[src/rtl/alu_mc.sv]
// alu_mc: multi-cycle ALU with valid/ready handshake on both sides.
//   Single-cycle ops (ADD..SRA, illegal) finish one cycle after acceptance.
//   MUL runs a radix-2 shift-add for WIDTH cycles.
//   With ALU_MC_DIV_EN defined, DIVU/REMU run a restoring divider for WIDTH
//   cycles; without it they are illegal ops (result 0).
//   The result is held in DONE until the consumer takes it.
// Ports:
//   clk, reset (async, active-high)
//   in_valid/in_ready, op, src1, src2   request side
//   out_valid/out_ready, result, zero   response side
//   busy                                high while in MUL or DIV
// Configuration macro: ALU_MC_DIV_EN (compiles in the divider)
module alu_mc #(
  parameter int unsigned WIDTH = 32,
  parameter int unsigned OP_W  = 4
) (
  input  logic             clk,
  input  logic             reset,
  input  logic             in_valid,
  output logic             in_ready,
  input  logic [OP_W-1:0]  op,
  input  logic [WIDTH-1:0] src1,
  input  logic [WIDTH-1:0] src2,
  output logic             out_valid,
  input  logic             out_ready,
  output logic [WIDTH-1:0] result,
  output logic             zero,
  output logic             busy
);

  localparam int unsigned SH_W  = $clog2(WIDTH);
  localparam int unsigned CNT_W = $clog2(WIDTH);

  localparam logic [OP_W-1:0] OP_ADD  = OP_W'(0);
  localparam logic [OP_W-1:0] OP_SUB  = OP_W'(1);
  localparam logic [OP_W-1:0] OP_SLT  = OP_W'(2);
  localparam logic [OP_W-1:0] OP_SLTU = OP_W'(3);
  localparam logic [OP_W-1:0] OP_AND  = OP_W'(4);
  localparam logic [OP_W-1:0] OP_OR   = OP_W'(5);
  localparam logic [OP_W-1:0] OP_XOR  = OP_W'(6);
  localparam logic [OP_W-1:0] OP_SLL  = OP_W'(7);
  localparam logic [OP_W-1:0] OP_SRL  = OP_W'(8);
  localparam logic [OP_W-1:0] OP_SRA  = OP_W'(9);
  localparam logic [OP_W-1:0] OP_MUL  = OP_W'(10);
`ifdef ALU_MC_DIV_EN
  localparam logic [OP_W-1:0] OP_DIVU = OP_W'(11);
  localparam logic [OP_W-1:0] OP_REMU = OP_W'(12);
`endif

`ifdef ALU_MC_DIV_EN
  typedef enum logic [1:0] {
    IDLE = 2'd0,
    MUL  = 2'd1,
    DIV  = 2'd2,
    DONE = 2'd3
  } state_t;
`else
  typedef enum logic [1:0] {
    IDLE = 2'd0,
    MUL  = 2'd1,
    DONE = 2'd3
  } state_t;
`endif

  state_t state_q, state_d;

  // opa/opb: multiplicand/multiplier during MUL, quotient/divisor during DIV.
  // acc: partial product during MUL, partial remainder during DIV.
  logic [WIDTH-1:0] opa_q, opa_d;
  logic [WIDTH-1:0] opb_q, opb_d;
  logic [WIDTH-1:0] acc_q, acc_d;
  logic [CNT_W-1:0] cnt_q, cnt_d;
  logic [WIDTH-1:0] result_q, result_d;
  logic             zero_q, zero_d;
  logic             in_ready_q, out_valid_q, busy_q;

  logic [SH_W-1:0]  shamt;
  logic [WIDTH-1:0] alu_res;
  logic [WIDTH-1:0] mul_sum;
  logic             last_iter;

`ifdef ALU_MC_DIV_EN
  logic             is_rem_q, is_rem_d;
  logic [WIDTH:0]   rem_shift;
  logic             div_ge;
  logic [WIDTH-1:0] rem_next;
  logic [WIDTH-1:0] quo_next;
`endif

  assign shamt     = src2[SH_W-1:0];
  assign mul_sum   = acc_q + (opb_q[0] ? opa_q : '0);
  assign last_iter = (cnt_q == CNT_W'(WIDTH - 1));

`ifdef ALU_MC_DIV_EN
  // Restoring step: shift next dividend bit into the remainder, subtract if it fits.
  // A zero divisor always "fits", which yields all-ones quotient and remainder = dividend.
  assign rem_shift = {acc_q, opa_q[WIDTH-1]};
  assign div_ge    = (rem_shift >= {1'b0, opb_q});
  assign rem_next  = div_ge ? WIDTH'(rem_shift - {1'b0, opb_q}) : WIDTH'(rem_shift);
  assign quo_next  = {opa_q[WIDTH-2:0], div_ge};
`endif

  // Single-cycle operations, computed straight from the request inputs.
  always_comb begin
    alu_res = '0;
    case (op)
      OP_ADD:  alu_res = src1 + src2;
      OP_SUB:  alu_res = src1 - src2;
      OP_SLT:  alu_res = WIDTH'($signed(src1) < $signed(src2));
      OP_SLTU: alu_res = WIDTH'(src1 < src2);
      OP_AND:  alu_res = src1 & src2;
      OP_OR:   alu_res = src1 | src2;
      OP_XOR:  alu_res = src1 ^ src2;
      OP_SLL:  alu_res = src1 << shamt;
      OP_SRL:  alu_res = src1 >> shamt;
      OP_SRA:  alu_res = WIDTH'($signed(src1) >>> shamt);
      default: alu_res = '0;
    endcase
  end

  // Next-state and datapath update.
  always_comb begin
    state_d  = state_q;
    opa_d    = opa_q;
    opb_d    = opb_q;
    acc_d    = acc_q;
    cnt_d    = cnt_q;
    result_d = result_q;
    zero_d   = zero_q;
`ifdef ALU_MC_DIV_EN
    is_rem_d = is_rem_q;
`endif
    case (state_q)
      IDLE: begin
        if (in_valid) begin
          opa_d = src1;
          opb_d = src2;
          acc_d = '0;
          cnt_d = '0;
          if (op == OP_MUL) begin
            state_d = MUL;
`ifdef ALU_MC_DIV_EN
          end else if (op == OP_DIVU || op == OP_REMU) begin
            state_d  = DIV;
            is_rem_d = (op == OP_REMU);
`endif
          end else begin
            state_d  = DONE;
            result_d = alu_res;
            zero_d   = (alu_res == '0);
          end
        end
      end
      MUL: begin
        acc_d = mul_sum;
        opa_d = opa_q << 1;
        opb_d = opb_q >> 1;
        cnt_d = cnt_q + CNT_W'(1);
        if (last_iter) begin
          state_d  = DONE;
          result_d = mul_sum;
          zero_d   = (mul_sum == '0);
        end
      end
`ifdef ALU_MC_DIV_EN
      DIV: begin
        acc_d = rem_next;
        opa_d = quo_next;
        cnt_d = cnt_q + CNT_W'(1);
        if (last_iter) begin
          state_d  = DONE;
          result_d = is_rem_q ? rem_next : quo_next;
          zero_d   = ((is_rem_q ? rem_next : quo_next) == '0);
        end
      end
`endif
      DONE: begin
        if (out_ready) begin
          state_d = IDLE;
        end
      end
      default: state_d = IDLE;
    endcase
  end

  // State and datapath registers; handshake flags track the next state.
  always_ff @(posedge clk or posedge reset) begin
    if (reset) begin
      state_q     <= IDLE;
      opa_q       <= '0;
      opb_q       <= '0;
      acc_q       <= '0;
      cnt_q       <= '0;
      result_q    <= '0;
      zero_q      <= 1'b1;
      in_ready_q  <= 1'b1;
      out_valid_q <= 1'b0;
      busy_q      <= 1'b0;
`ifdef ALU_MC_DIV_EN
      is_rem_q    <= 1'b0;
`endif
    end else begin
      state_q     <= state_d;
      opa_q       <= opa_d;
      opb_q       <= opb_d;
      acc_q       <= acc_d;
      cnt_q       <= cnt_d;
      result_q    <= result_d;
      zero_q      <= zero_d;
      in_ready_q  <= (state_d == IDLE);
      out_valid_q <= (state_d == DONE);
`ifdef ALU_MC_DIV_EN
      busy_q      <= (state_d == MUL) || (state_d == DIV);
      is_rem_q    <= is_rem_d;
`else
      busy_q      <= (state_d == MUL);
`endif
    end
  end

  assign in_ready  = in_ready_q;
  assign out_valid = out_valid_q;
  assign busy      = busy_q;
  assign result    = result_q;
  assign zero      = zero_q;

endmodule
[config.mk]
export PLATFORM = sky130hd
export DESIGN_NAME = alu_mc
export DESIGN_NICKNAME = d
export VERILOG_FILES = /design/src/rtl/alu_mc.sv
export SDC_FILE = /design/constraint.sdc
export NUM_CORES = 1
export LEC_CHECK = 0
export ABC_CLOCK_PERIOD_IN_PS = 5400
export CAP_MARGIN = 5
export CORE_ASPECT_RATIO = 0.6
export CORE_MARGIN = 2
export CORE_UTILIZATION = 50
export CTS_BUF_LIST = sky130_fd_sc_hd__clkbuf_8
export DETAILED_ROUTE_END_ITERATION = 8
export HOLD_SLACK_MARGIN = 0.05
export PLACE_DENSITY = 0.69
export SLEW_MARGIN = 20
export SYNTH_ARGS = -nofsm -noshare
export SYNTH_HDL_FRONTEND = slang
export SYNTH_SLANG_ARGS = --single-unit
[constraint.sdc]
create_clock -name clk -period 5.4 [get_ports clk]
set_input_delay 1.08 -clock clk [delete_from_list [all_inputs] [get_ports clk]]
set_output_delay 1.08 -clock clk [all_outputs]
set_load 0.005 [all_outputs]
==> metrics <==
Fin Hold WS=approximately 0.48 ns; largest net degree at the start of global routing=89; Crit path arrival time=5.86 ns; synth-to-layout area growth=33.4%; Startpoint Class=input port; die area=37000 um2; Clk pwr share=15.4%; endpoints failing hold=0; most common cell after layout, fill and taps aside=buf_4; ratio of cells with drive above 1 in the final layout=26.8%; Buf+Inv Stages, Crit Path=3; TritonCTS clock tree=done; Total Wirelength=87700 um; Die Height=150 um; vias in the first global route=20100; row cnt=between 50 and 60; Rel. slew slack=29.3%; status=complete, but fails checks; final antenna-violating net count=0; slowest CP cell=or4_4; FILL cells=roughly 3000; clock buffer depth=2; Logic pwr share=59.2%; final non-filler cell total=about 3200; first-pass GRT wire length=approximately 130000 um; met2 Use GR=61.5%; Max Fanout on Critical Path=18; synth unique cells=95; synthesized instance count=between 2000 and 2500; HP Start=result[0]; worst setup path startpoint=src2[2]; routed length per instance=27.1 um; violated checks=setup timing; largest incremental delay on the critical path=0.60 ns; DR pass1 iterations=9; fin worst setup slack=-0.0420 ns; H-tree lvl count=4; port bufs=about 110; internal power=0.00366 W; skew final=around 0.027 ns; Hold WC Path Type=reg2reg; Final Cycle Share=101%; Yosys reg bits=139; min Tclk post-route=between 5 and 6 ns; dominant synthesized flop cell=dfrtp_1; CP delay by family, top=simple AND/OR/NAND/NOR gates; Clock Latency Late Sink=a little over 0.5 ns; CTS Buf Count=17; post-synthesis average cell area=7.88 um2; ys async rst share=100%; Switch Pwr=between 0.003 and 0.004 W; switching fraction of total power=46.2%; GRT overflow=0; Starting Density=50.6%; Mapped Area=around 18000 um2; DRT iter0 DRCs=around 3600; CP endpoint kind=flop; FF/Latch Area=3480 um2; I/O pin total=108; YS warnings=0; Post-Syn Nets=2455; Cells after DPL=3201; met3 Usage GRT=20.9%; Seq pwr share=25.4%; fin nets=2964; VDD IR max=approximately 690 uV; worst path required time=5.82 ns; met1 usage=around 67%; CP Cell Sequence=clkdlybuf4s50_1 > buf_4 > or2_2 > buf_4 > mux2_1 > o22ai_1 > a211oi_2 > o21ai_2 > a2111oi_4 > nand4_1 > or4_4 > or4_4 > or4_4 > o211ai_2; GPL Wtd Cong=around 1.1; Post-DP HPWL=70000 um; commonest non-fill, non-tap cells in the layout=buf_4, nand2_1, o21ai_0, a21oi_1, nor2_1; pwr/cell area=288 nW/um2; post-synthesis sequential area ratio=19.7%; vias per std cell=6.79; final slew viol count=0; initial antenna violation count=5; setup violators final=1; Static Leak=approximately 11 nW; r2r startpoint=opb_q[0]; number of synthesized flops with an enable pin=0; die boundary width=247 um; GRT Total Usage=46.6%; routed vias=between 20000 and 25000; DRC=0; Clock transition at path regs=0.09 ns; worst-margin pin slew=about 1.0 ns; Top cell by count, worst path=or4_4; GRT busiest layer=met1; core area=34900 um2; crit path kind=in2reg; fmax=between 0.15 and 0.2 GHz; CTS root buffer=clkbuf_8; CTS Sinks=139; CTS Hold Bufs=0; MaxCap Viol Count=0; multi-input logic area=13300 um2
## tightest hold or removal path, stage by stage (launching register included)
cell and delay, ns:
dfrtp_1 0.35, nand2_1 0.05, o21ai_0 0.06
## state kept, by name, summed over array words and instances (netlist names)
name / cells
busy: 1
state_q: 2
opb_q: 32
in_ready: 1
out_valid: 1
zero: 1
opa_q: 32
acc_q: 32
result: 32
cnt_q: 5
## power by group through the flow
stage                     clock network (W)  registers, W  logic, W
after floorplan                           0       0.00168   0.00222
after global placement                    0       0.00171   0.00373
after detailed placement                  0       0.00173   0.00383
after CTS                           0.00105       0.00172   0.00387
after global routing                0.00108       0.00178   0.00428
final                               0.00105       0.00173   0.00402
## cells by family (layout without fill, tap and decap cells)
family / count (synthesis) / count (layout) / share of synthesized area, %
buffers and inverters: 285 / 807 / 6.72
other: 0 / 2 / 0
multiplexers: 162 / 162 / 12.0
AND/OR/NAND/NOR: 667 / 667 / 18.8
adder cells (fa/ha/maj): 136 / 136 / 9.74
flip-flops: 139 / 139 / 19.7
AO/OA/AOI/OAI: 816 / 816 / 31.1
XOR/XNOR: 42 / 42 / 2.08
## what timing repair did
item / 4_1_cts / 5_1_grt
endpoints found under the setup margin: 1 / 3
pin swaps: 4 / 13
buffers inserted: 1 / 2
gates resized for setup: 16 / 28
## cell type report
class                   count  share of cell area (%)
inverters                 109                    1.77
clock inverters            15                   0.917
flip-flops and latches    139                    14.7
clock buffers              17                   0.991
repair buffers            666                    22.8
diodes                      2                  0.0212
well taps                 467                    2.47
multi-input cells        1823                    56.3
## final timing paths
path                       depth (start not counted)    endpoint  slack [ns]
setup reg to reg                                  14        zero        0.96
min in group asynchronous                          2   acc_q[30]        1.07
max in group asynchronous                          3  state_q[1]        3.34
setup / recovery                                  14        zero       -0.04
hold reg to reg                                    2   result[0]        0.48
hold / removal                                     2   result[0]        0.48
## through the flow
stage / setup TNS (ns) / total power [W] / instance area [um2] / utilization [%] / worst slack (ns)
finish: -0.0420 / 0.00679 / 23600 / 67.6 / -0.0420
global route: -0.0398 / 0.00714 / 23600 / 67.6 / -0.0398
CTS: 0 / 0.00663 / 23500 / 67.1 / 0.00539
detailed placement: -1.74 / 0.00556 / 22900 / 65.6 / -1.01
global placement: -1.76 / 0.00544 / 22900 / 65.6 / -1.02
floorplan: 0 / 0.00390 / 17700 / - / 0.0122
## Yosys cell counts (32+ instances only)
master | n | area, um2
a211oi_1 | 39 | 293
a21o_1 | 43 | 323
a21oi_1 | 162 | 811
a22oi_1 | 68 | 510
and2_1 | 41 | 257
clkbuf_1 | 131 | 492
dfrtp_1 | 137 | 3430
ha_1 | 133 | 1660
inv_1 | 105 | 394
mux2i_1 | 91 | 911
mux4_2 | 32 | 721
nand2_1 | 183 | 687
nand3_1 | 38 | 190
nor2_1 | 154 | 578
nor2b_1 | 63 | 394
nor3_1 | 43 | 215
o21ai_0 | 178 | 891
o22ai_1 | 50 | 313
## routing by layer
metal  vias up  wire [um]
met5         -         24
met4         4       3120
met3       232      15200
met2      1832      33100
met1     10500      36300
li1       9473          -
Note: power is estimated with default switching activity, not from simulation.
